--- src/rtl/burst_grant_pkg.sv ---
`default_nettype none
// ============================================================================
// Module      : burst_grant_pkg
// Description : Shared types and helpers for the burst grant arbiter.
// Revision    : 1.0 - initial release
// ============================================================================
package burst_grant_pkg;

  // Two-state burst controller encoding.
  typedef enum logic [0:0] {
    SM_IDLE   = 1'b0,
    SM_ACTIVE = 1'b1
  } state_t;

  // Decodes a burst-length field of field_w bits: zero means 2**field_w beats,
  // any other value is the beat count itself. Callers zero-extend the field
  // into the 32-bit argument and cast the result back to their own width.
  function automatic logic [31:0] decode_len(input logic [31:0] field,
                                             input int          field_w);
    return (field == 32'd0) ? (32'd1 << field_w) : field;
  endfunction

endpackage
`default_nettype wire

--- src/rtl/rr_arbiter.sv ---
`default_nettype none
// ============================================================================
// Module      : rr_arbiter
// Description : Combinational round-robin picker. Searches req starting at ptr
//               and wrapping at NUM_CH; returns a one-hot grant and its index.
// Revision    : 1.0 - initial release
// ============================================================================
module rr_arbiter #(
  parameter int NUM_CH = 4,
  parameter int IDX_W  = (NUM_CH > 1) ? $clog2(NUM_CH) : 1
) (
  input  logic [NUM_CH-1:0] req,
  input  logic [IDX_W-1:0]  ptr,
  output logic [NUM_CH-1:0] grant,
  output logic [IDX_W-1:0]  idx
);

  // First requester at or above ptr wins; the candidate index wraps without a
  // modulo so NUM_CH need not be a power of two.
  always_comb begin
    int   cand;
    logic found;
    grant = '0;
    idx   = '0;
    found = 1'b0;
    cand  = 0;
    for (int off = 0; off < NUM_CH; off++) begin
      cand = int'(ptr) + off;
      if (cand >= NUM_CH) begin
        cand = cand - NUM_CH;
      end
      if (!found && req[IDX_W'(cand)]) begin
        found               = 1'b1;
        grant[IDX_W'(cand)] = 1'b1;
        idx                 = IDX_W'(cand);
      end
    end
  end

endmodule
`default_nettype wire

--- src/rtl/burst_grant_arb.sv ---
`default_nettype none
// ============================================================================
// Module      : burst_grant_arb
// Description : Round-robin burst grant generator. Accepts one requester per
//               idle cycle and issues a burst of grant beats paced by ready.
// Revision    : 1.0 - initial release
// ============================================================================
module burst_grant_arb
  import burst_grant_pkg::*;
#(
  parameter int NUM_CH = 4,
  parameter int CNT_W  = 3
) (
  input  logic                    clk,
  input  logic                    reset,
  input  logic [NUM_CH-1:0]       req,
  input  logic [NUM_CH*CNT_W-1:0] num_grants,
  input  logic                    ready,
  output logic [NUM_CH-1:0]       gnt,
  output logic [NUM_CH-1:0]       req_ack,
  output logic                    last,
  output logic                    busy
);

  localparam int IDX_W = (NUM_CH > 1) ? $clog2(NUM_CH) : 1;
  localparam int REM_W = CNT_W + 1;   // holds 2**CNT_W beats

  state_t             state_q, state_d;
  logic [IDX_W-1:0]   owner_q, owner_d;
  logic [IDX_W-1:0]   rr_ptr_q, rr_ptr_d;
  logic [REM_W-1:0]   remaining_q, remaining_d;
  logic               first_q, first_d;

  logic [NUM_CH-1:0]  w_arb_grant;
  logic [IDX_W-1:0]   w_arb_idx;
  logic               w_any_req;
  logic [CNT_W-1:0]   w_len_field [NUM_CH];
  logic [NUM_CH-1:0]  w_owner_onehot;

  // Split the packed length bus into one field per channel.
  generate
    for (genvar gi = 0; gi < NUM_CH; gi++) begin : g_len_field
      assign w_len_field[gi] = num_grants[gi*CNT_W +: CNT_W];
    end
  endgenerate

  rr_arbiter #(
    .NUM_CH (NUM_CH),
    .IDX_W  (IDX_W)
  ) u_rr_arbiter (
    .req   (req),
    .ptr   (rr_ptr_q),
    .grant (w_arb_grant),
    .idx   (w_arb_idx)
  );

  assign w_any_req = |w_arb_grant;

  // Next-state logic: accept a winner in idle, count beats while active.
  always_comb begin
    state_d     = state_q;
    owner_d     = owner_q;
    rr_ptr_d    = rr_ptr_q;
    remaining_d = remaining_q;
    first_d     = 1'b0;
    case (state_q)
      SM_IDLE: begin
        if (w_any_req) begin
          state_d     = SM_ACTIVE;
          owner_d     = w_arb_idx;
          remaining_d = REM_W'(decode_len(32'(w_len_field[w_arb_idx]), CNT_W));
          first_d     = 1'b1;
        end
      end
      SM_ACTIVE: begin
        if (ready) begin
          if (remaining_q == REM_W'(1)) begin
            // Final beat consumed; the pointer moves past the owner so a
            // channel that keeps requesting cannot starve the others.
            state_d  = SM_IDLE;
            rr_ptr_d = (owner_q == IDX_W'(NUM_CH - 1)) ? '0 : owner_q + IDX_W'(1);
          end else begin
            remaining_d = remaining_q - REM_W'(1);
          end
        end
      end
      default: state_d = SM_IDLE;
    endcase
  end

  // State registers with synchronous reset; a reset drops any burst in flight.
  always_ff @(posedge clk) begin
    if (reset) begin
      state_q     <= SM_IDLE;
      owner_q     <= '0;
      rr_ptr_q    <= '0;
      remaining_q <= '0;
      first_q     <= 1'b0;
    end else begin
      state_q     <= state_d;
      owner_q     <= owner_d;
      rr_ptr_q    <= rr_ptr_d;
      remaining_q <= remaining_d;
      first_q     <= first_d;
    end
  end

  // Outputs are decoded purely from registers.
  assign w_owner_onehot = NUM_CH'(1) << owner_q;
  assign busy           = (state_q == SM_ACTIVE);
  assign gnt            = busy ? w_owner_onehot : '0;
  assign req_ack        = (busy && first_q) ? w_owner_onehot : '0;
  assign last           = busy && (remaining_q == REM_W'(1));

endmodule
`default_nettype wire

--- config.mk ---
export PLATFORM = sky130hd
export DESIGN_NAME = burst_grant_arb
export DESIGN_NICKNAME = d
export VERILOG_FILES = /design/src/rtl/burst_grant_pkg.sv /design/src/rtl/rr_arbiter.sv /design/src/rtl/burst_grant_arb.sv
export SDC_FILE = /design/constraint.sdc
export NUM_CORES = 1
export LEC_CHECK = 0
export BUFFER_PORTS_ARGS = -buffer_cell sky130_fd_sc_hd__clkbuf_2
export CORE_MARGIN = 1
export CORE_UTILIZATION = 50
export DETAILED_ROUTE_END_ITERATION = 7
export GPL_TIMING_DRIVEN = 0
export MAX_ROUTING_LAYER = met4
export PLACE_DENSITY_LB_ADDON = 0.08
export RECOVER_POWER = 100
export SLEW_MARGIN = 40
export SYNTH_ARGS = -nofsm -noshare
export SYNTH_HDL_FRONTEND = slang
export SYNTH_SLANG_ARGS = --single-unit
--- constraint.sdc ---
create_clock -name clk -period 3.8 [get_ports clk]
set_input_delay 0.19 -clock clk [delete_from_list [all_inputs] [get_ports clk]]
set_output_delay 0.19 -clock clk [all_outputs]
set_load 0.02 [all_outputs]
[Word level (Yosys, flattened, before mapping)]
Index checks and enable logic that the tools add are counted.
Storage, ports and cells
  register bits: 10
  output and inout bits: 10
  logic and storage cells: 106
Operators by class
  multiplexer cells: 50
  reductions and logical operators: 18
  equal/unequal tests: 5
  add/subtract/negate cells: 9
  bitwise gates (word level): 5
  shift-type cells: 1
  $lt $le $gt $ge: 13
Operators by type and width (number)
  two-way mux 4 bit: 10
  two-way mux 1 bit: 18
  two-way mux 2 bit: 9
  less-than comparator 2 x 4 -> 1 bit (second input constant): 4
  greater-or-equal comparator 3 bit (second input constant): 4
  bitwise OR 4 bit: 3
  logical AND 1 bit: 9
  binary-select mux 1 bit (select 2 bit): 4
  demux 1 bit (select 2 bit): 4
  greater-or-equal comparator 2 x 1 -> 1 bit (second input constant): 4
  case mux 4 bit (2 select lines): 1
  subtractor 2 x 1 -> 2 bit (second input constant): 4
  adder 2 x 2 -> 3 bit (second input constant): 2
  binary-select mux 3 bit (select 2 bit): 1
  two-way mux 3 bit: 2
  inequality test 2 bit (second input constant): 3
  AND reduction 3 bit: 2
  equality test 4 x 1 -> 1 bit (second input constant): 1
  OR reduction 4 bit: 1
  left shift 1 x 2 -> 4 bit (first input constant): 1
  subtractor 4 x 1 -> 4 bit (second input constant): 1
  adder 2 x 1 -> 3 bit (second input constant): 1
  greater-or-equal comparator 2 x 3 -> 1 bit (second input constant): 1
  logical NOT 1 bit: 3
  8 further kinds: 8

[Longest topological paths before layout]
  depth in word-level cells: 23
  depth in mapped cells: 12
  mapped depth without buffers: 9

[Hierarchy]
Synthesis repeated with hierarchy kept, for this count alone.
Second synthesis, totals
  cell total of the unflattened synthesis: 147
  area total of the unflattened synthesis: 1270.0 um^2
Modules (own cells, without submodules)
  burst_grant_arb: times used 1, cells each 77, area each 698.2 um^2, sequential area each 200.2 um^2
  rr_arbiter: times used 1, cells each 70, area each 571.8 um^2, sequential area each 0.0 um^2

[Worst setup path after synthesis]
No wires, ideal clock.
  kind: register to register
  from: reg rr_ptr_q[0]
  to: reg remaining_q[0]
  arrival time: 3.265 ns
  clock period less this slack: 3.340 ns
  buffers on the path: 3
  stages on the path, launching flop included: 13
  data required time: 3.725 ns
  path slack: 0.460 ns
  cells stage by stage: dfxtp_1 buf_6 buf_2 inv_1 ha_1 buf_6 mux4_2 or2_1 o31a_1 nand2_1 mux2_2 or3_1 a31oi_1
On the way
  longest elaborated chain between the ends: 23
  elaborated cells between the ends (all ways): 78
RTL lines
  start: declaration: line burst_grant_arb.sv:30  | logic [IDX_W-1:0] rr_ptr_q, rr_ptr_d;
  start signal: assignment: line burst_grant_arb.sv:102  | rr_ptr_q <= rr_ptr_d;
  parallel branches: the longest is 23 deep, another holds adder 2 x 1 -> 3 bit
  end signal: assignment: line burst_grant_arb.sv:103  | remaining_q <= remaining_d;
  end: declaration: line burst_grant_arb.sv:31  | logic [REM_W-1:0] remaining_q, remaining_d;
Parallel ways; which one is timed is not known. The select of a mux whose other input is x is not followed.
A chain may end at the register's enable or synchronous reset.

[Worst setup path in the final report]
Ends and elaborated chain as after synthesis.

==> results_tabular.tex <==
\begin{tabular}{lr}
\hline
Metric & Value \\
\hline
\multicolumn{2}{l}{\textbf{Routing}} \\
\quad Wire length after detailed routing & about 3300 um \\
\quad First drt pass iteration count & 4 \\
\quad Total via count after detailed routing & between 1000 and 1500 \\
\quad Post-detailed-route wirelength per cell & about 14 um \\
\quad First DRT Iteration DRCs & 27 \\
\quad Via-to-Cell Ratio & 5.95 \\
\quad Final ANT Viol Nets & 0 \\
\quad DRC violation count after routing & 0 \\
\multicolumn{2}{l}{\textbf{Power}} \\
\quad Power per unit of standard cell area & roughly 250 mW/mm\^{}2 \\
\quad LEAKAGE & approximately 0.68 nW \\
\quad Total Power Consumption & $\sim$0.4 mW \\
\quad VDD IR-drop max & 309 uV \\
\multicolumn{2}{l}{\textbf{Clock tree}} \\
\quad Clock tree buffer depth & 2 \\
\quad CTS HTree Levels & 1 \\
\quad Clock insertion delay at the later pin of the skew report & around 270 ps \\
\quad CTS sink cnt & 10 \\
\quad TritonCTS clock tree & done \\
\quad Number of CTS-inserted buffers & 3 \\
\quad Clock-pin slew of the registers on the worst-case setup and hold paths & approximately 70 ps \\
\quad CTS Root Cell & clkbuf\_4 \\
\multicolumn{2}{l}{\textbf{Logic synthesis}} \\
\quad Part of the Yosys area used for sequential elements & $\sim$15\% \\
\quad Count of flip-flops with a built-in enable after synthesis & 0 \\
\quad Cell area after synthesis & 0.00138 sq mm \\
\quad Top-area cell type share of the netlist area & about 15\% \\
\quad Post-synthesis instance total & 170 \\
\quad Synth Flop Type & dfxtp\_1 \\
\quad Leading post-synthesis cells by instance count & ha\_1 (14), nor2\_1 (14), inv\_1 (13), nand2\_1 (13), dfxtp\_1 (10) \\
\quad Fraction of registers with async set/reset & 0\% \\
\quad Flip-flop and latch count after synthesis & 10 \\
\quad Post-synth top area cell & dfxtp\_1 \\
\quad Avg Synthesized Cell Area & approximately 8 sq um \\
\quad Syn. warnings & 0 \\
\quad Number of distinct standard cells referenced by the synthesized netlist & 55 \\
\quad Top cells by area in the synthesized netlist & dfxtp\_1 (15\%), ha\_1 (13\%), mux4\_2 (4.9\%) \\
\quad Syn Nets & around 200 \\
\multicolumn{2}{l}{\textbf{Floorplanning}} \\
\quad Height of the die & 54.5 um \\
\quad Top-Level Pins & 29 \\
\quad Starting density of the core & between 50\% and 60\% \\
\quad Placement Rows & 18 \\
\quad Floorplan core area & 0.00254 sq mm \\
\quad X dimension of the die & $\sim$54 um \\
\quad Die Outline Area & 0.00297 sq mm \\
\multicolumn{2}{l}{\textbf{Place}} \\
\quad Placed cell count & between 200 and 250 \\
\quad Number of buffer cells added on primary ports & 28 \\
\quad Final HPWL from detailed placement & roughly 2700 um \\
\quad Placer's final routability congestion estimate & between 0.8 and 0.9 \\
\quad Instance area at placement & 0.00155 sq mm \\
\quad Pre-CTS worst setup slack & between 60 and 70 ps \\
\multicolumn{2}{l}{\textbf{Timing}} \\
\quad Shortest period the worst path allows & roughly 3600 ps \\
\quad Tcrit/Tclk final & a little over nine tenths \\
\quad Final Hold Violating Endpoints & 0 \\
\quad Final setup violation count & 0 \\
\quad Worst hold slack & 187 ps \\
\quad Final setup skew & $\sim$3.7 ps \\
\quad Remaining max-slew budget at the tightest pin & approximately 64\% \\
\quad Setup WS post-layout & 225 ps \\
\quad Max Slew Vio Count & 0 \\
\quad Worst Tran Pin Value & around 530 ps \\
\quad Aggregate negative setup slack & 0 ps \\
\quad Highest clock frequency the design can meet & about 280 MHz \\
\quad RSZ-0062 raised after global routing & false \\
\multicolumn{2}{l}{\textbf{Finish}} \\
\quad Total non-filler cell area in the finished layout & roughly 0.0016 sq mm \\
\quad Number of nets in the final layout & between 200 and 250 \\
\quad Multi-input gate area in the final layout & around 0.0011 sq mm \\
\quad Proportion of layout cells with a drive suffix above 1 & 24.0\% \\
\quad Post-route core utilization & a little over three fifths \\
\quad Count of filler cells inserted in the layout & roughly 240 \\
\quad Layout overhead on the synthesized area & 16.5\% \\
\quad Number of antenna cells inserted & 0 \\
\quad FF/Latch Area & 201 sq um \\
\quad Non-filler instance count after layout & about 230 \\
\multicolumn{2}{l}{\textbf{Worst setup path}} \\
\quad Worst Path Required & 4000 ps \\
\quad Start of the worst register-to-register path & rr\_ptr\_q[0] \\
\quad Worst setup path startpoint & rr\_ptr\_q[0] \\
\quad Worst Setup End Kind & flop \\
\quad Master of the slowest instance on the critical path & mux4\_2 \\
\quad Library cell appearing most often on the critical path & buf\_6 \\
\quad Startpoint Class & flop \\
\quad Worst-path maximum fanout & 10 \\
\quad Data arrival time at the worst-slack endpoint & 3770 ps \\
\quad Register-to-Register Setup Slack & approximately 230 ps \\
\quad Slowest stage delay, CP & $\sim$530 ps \\
\quad Start-to-end type of the worst setup path & flop to flop \\
\quad Critical path cell sequence & buf\_6, clkbuf\_4, clkinvlp\_4, ha\_1, buf\_6, mux4\_2, or2\_1, o31a\_1, nand2\_1, mux2\_1, or3\_1, a31oi\_1 \\
\multicolumn{2}{l}{\textbf{Hold path}} \\
\quad Classification of the worst-slack hold path & input pin to flop \\
\quad Hold path startpoint & ready \\
\multicolumn{2}{l}{\textbf{Global route}} \\
\quad Met2 Usage GRT & between 40 and 50\% \\
\quad Via count of the first global-routing pass & approximately 1300 \\
\quad Antenna violations before repair & 0 \\
\quad Highest-utilization routing layer at the global route stage & met2 \\
\quad Largest net degree at the start of global routing & 11 \\
\quad First-pass GRT wire length & roughly 5500 um \\
\quad Grt total ovfl & 0 \\
\quad Met1 capacity usage during global routing & around 33\% \\
\quad Global Route met3 Usage & under 10\% \\
\quad Global Route Usage Sum & 26.5\% \\
\multicolumn{2}{l}{\textbf{Run status}} \\
\quad Run status & complete, no violations \\
\multicolumn{2}{l}{\textbf{Run}} \\
\quad Count of max-cap constraint violations & 0 \\
\hline
\end{tabular}
layout make-up:
type	count	area share, %
plain buffers	8	3.51
flip-flops and latches	10	12.6
well taps	30	2.34
repair buffers	30	9.13
inverters	13	3.28
clock buffers	4	2.26
multi-input cells	139	66.9
final timing paths:
path / endpoint / cells after the start
hold / removal: rr_ptr_q[1] / 3
setup reg to reg: remaining_q[0] / 12
setup / recovery: remaining_q[0] / 12
hold reg to reg: remaining_q[2] / 2
cells in the final DEF, fill, tap and decap left out, types with 2 or more instances in the layout:
cell type  netlist  final
inv_1           13     12
a211oi_1         2      2
buf_4            0      2
a31oi_1          2      2
a2111oi_0        1      2
a21oi_1          9      9
nand3b_1         2      2
or3_1            2      2
and2_1           8      5
clkbuf_1         4     11
nand2b_1         3      3
mux2_2           3      2
nand2_1         13     13
or2_2            2      2
o22ai_1          5      5
or4_1            2      2
clkbuf_2         0     21
a221oi_1         3      3
and3_1           4      4
nor2b_1          2      2
mux4_2           3      3
dfxtp_1         10      9
nand3_1          4      4
nor3_1           3      3
buf_6            3      3
clkbuf_4         0      4
ha_1            14     14
o31ai_1          2      2
mux2i_1          6      6
and2_0           0      3
nor2_1          14     14
o21ai_0          4      4
what timing repair did:
item	in CTS	in global routing
buffers inserted	0	2
hold buffers	0	0
hold endpoints to repair	0	0
endpoints found under the setup margin	0	1
gates resized for setup	0	3
routing by layer:
metal	share of wire, %	up-vias
met4	0.51	0
li1	-	703
met5	0	-
met1	48	645
met3	4.9	2
met2	46	42
critical path: cells and delay by family (launching register included):
kind | cells | cell delay, ps
AOI/OAI and AO/OA | 2 | 440
adders and majority gates | 1 | 310
buffers and inverters | 4 | 660
DFF | 1 | 380
muxes | 2 | 910
and+or+nand+nor | 3 | 800
registers in the layout, indices dropped and copies added (netlist names):
signal	cells
rr_ptr_q	2
owner_q	2
remaining_q	4
first_q	1
busy	1
kinds of logic (layout without fill, tap and decap cells):
| logic type | Yosys count | count (layout) | share of synthesized area, % |
|---|---|---|---|
| and+or+nand+nor | 67 | 67 | 26.3 |
| AOI/OAI and AO/OA | 45 | 45 | 25.4 |
| buffers and inverters | 21 | 55 | 7.45 |
| adders and majority gates | 14 | 14 | 12.7 |
| muxes | 13 | 13 | 13.6 |
| DFF | 10 | 10 | 14.5 |
report_power, final:
| part | switching, mW | internal (mW) |
|---|---|---|
| Clock | 0.0412 | 0.0583 |
| Sequential | 0.0110 | 0.117 |
| Combinational | 0.100 | 0.0747 |
| Total | 0.152 | 0.250 |
No activity file was read; power rests on OpenSTA's default activity.
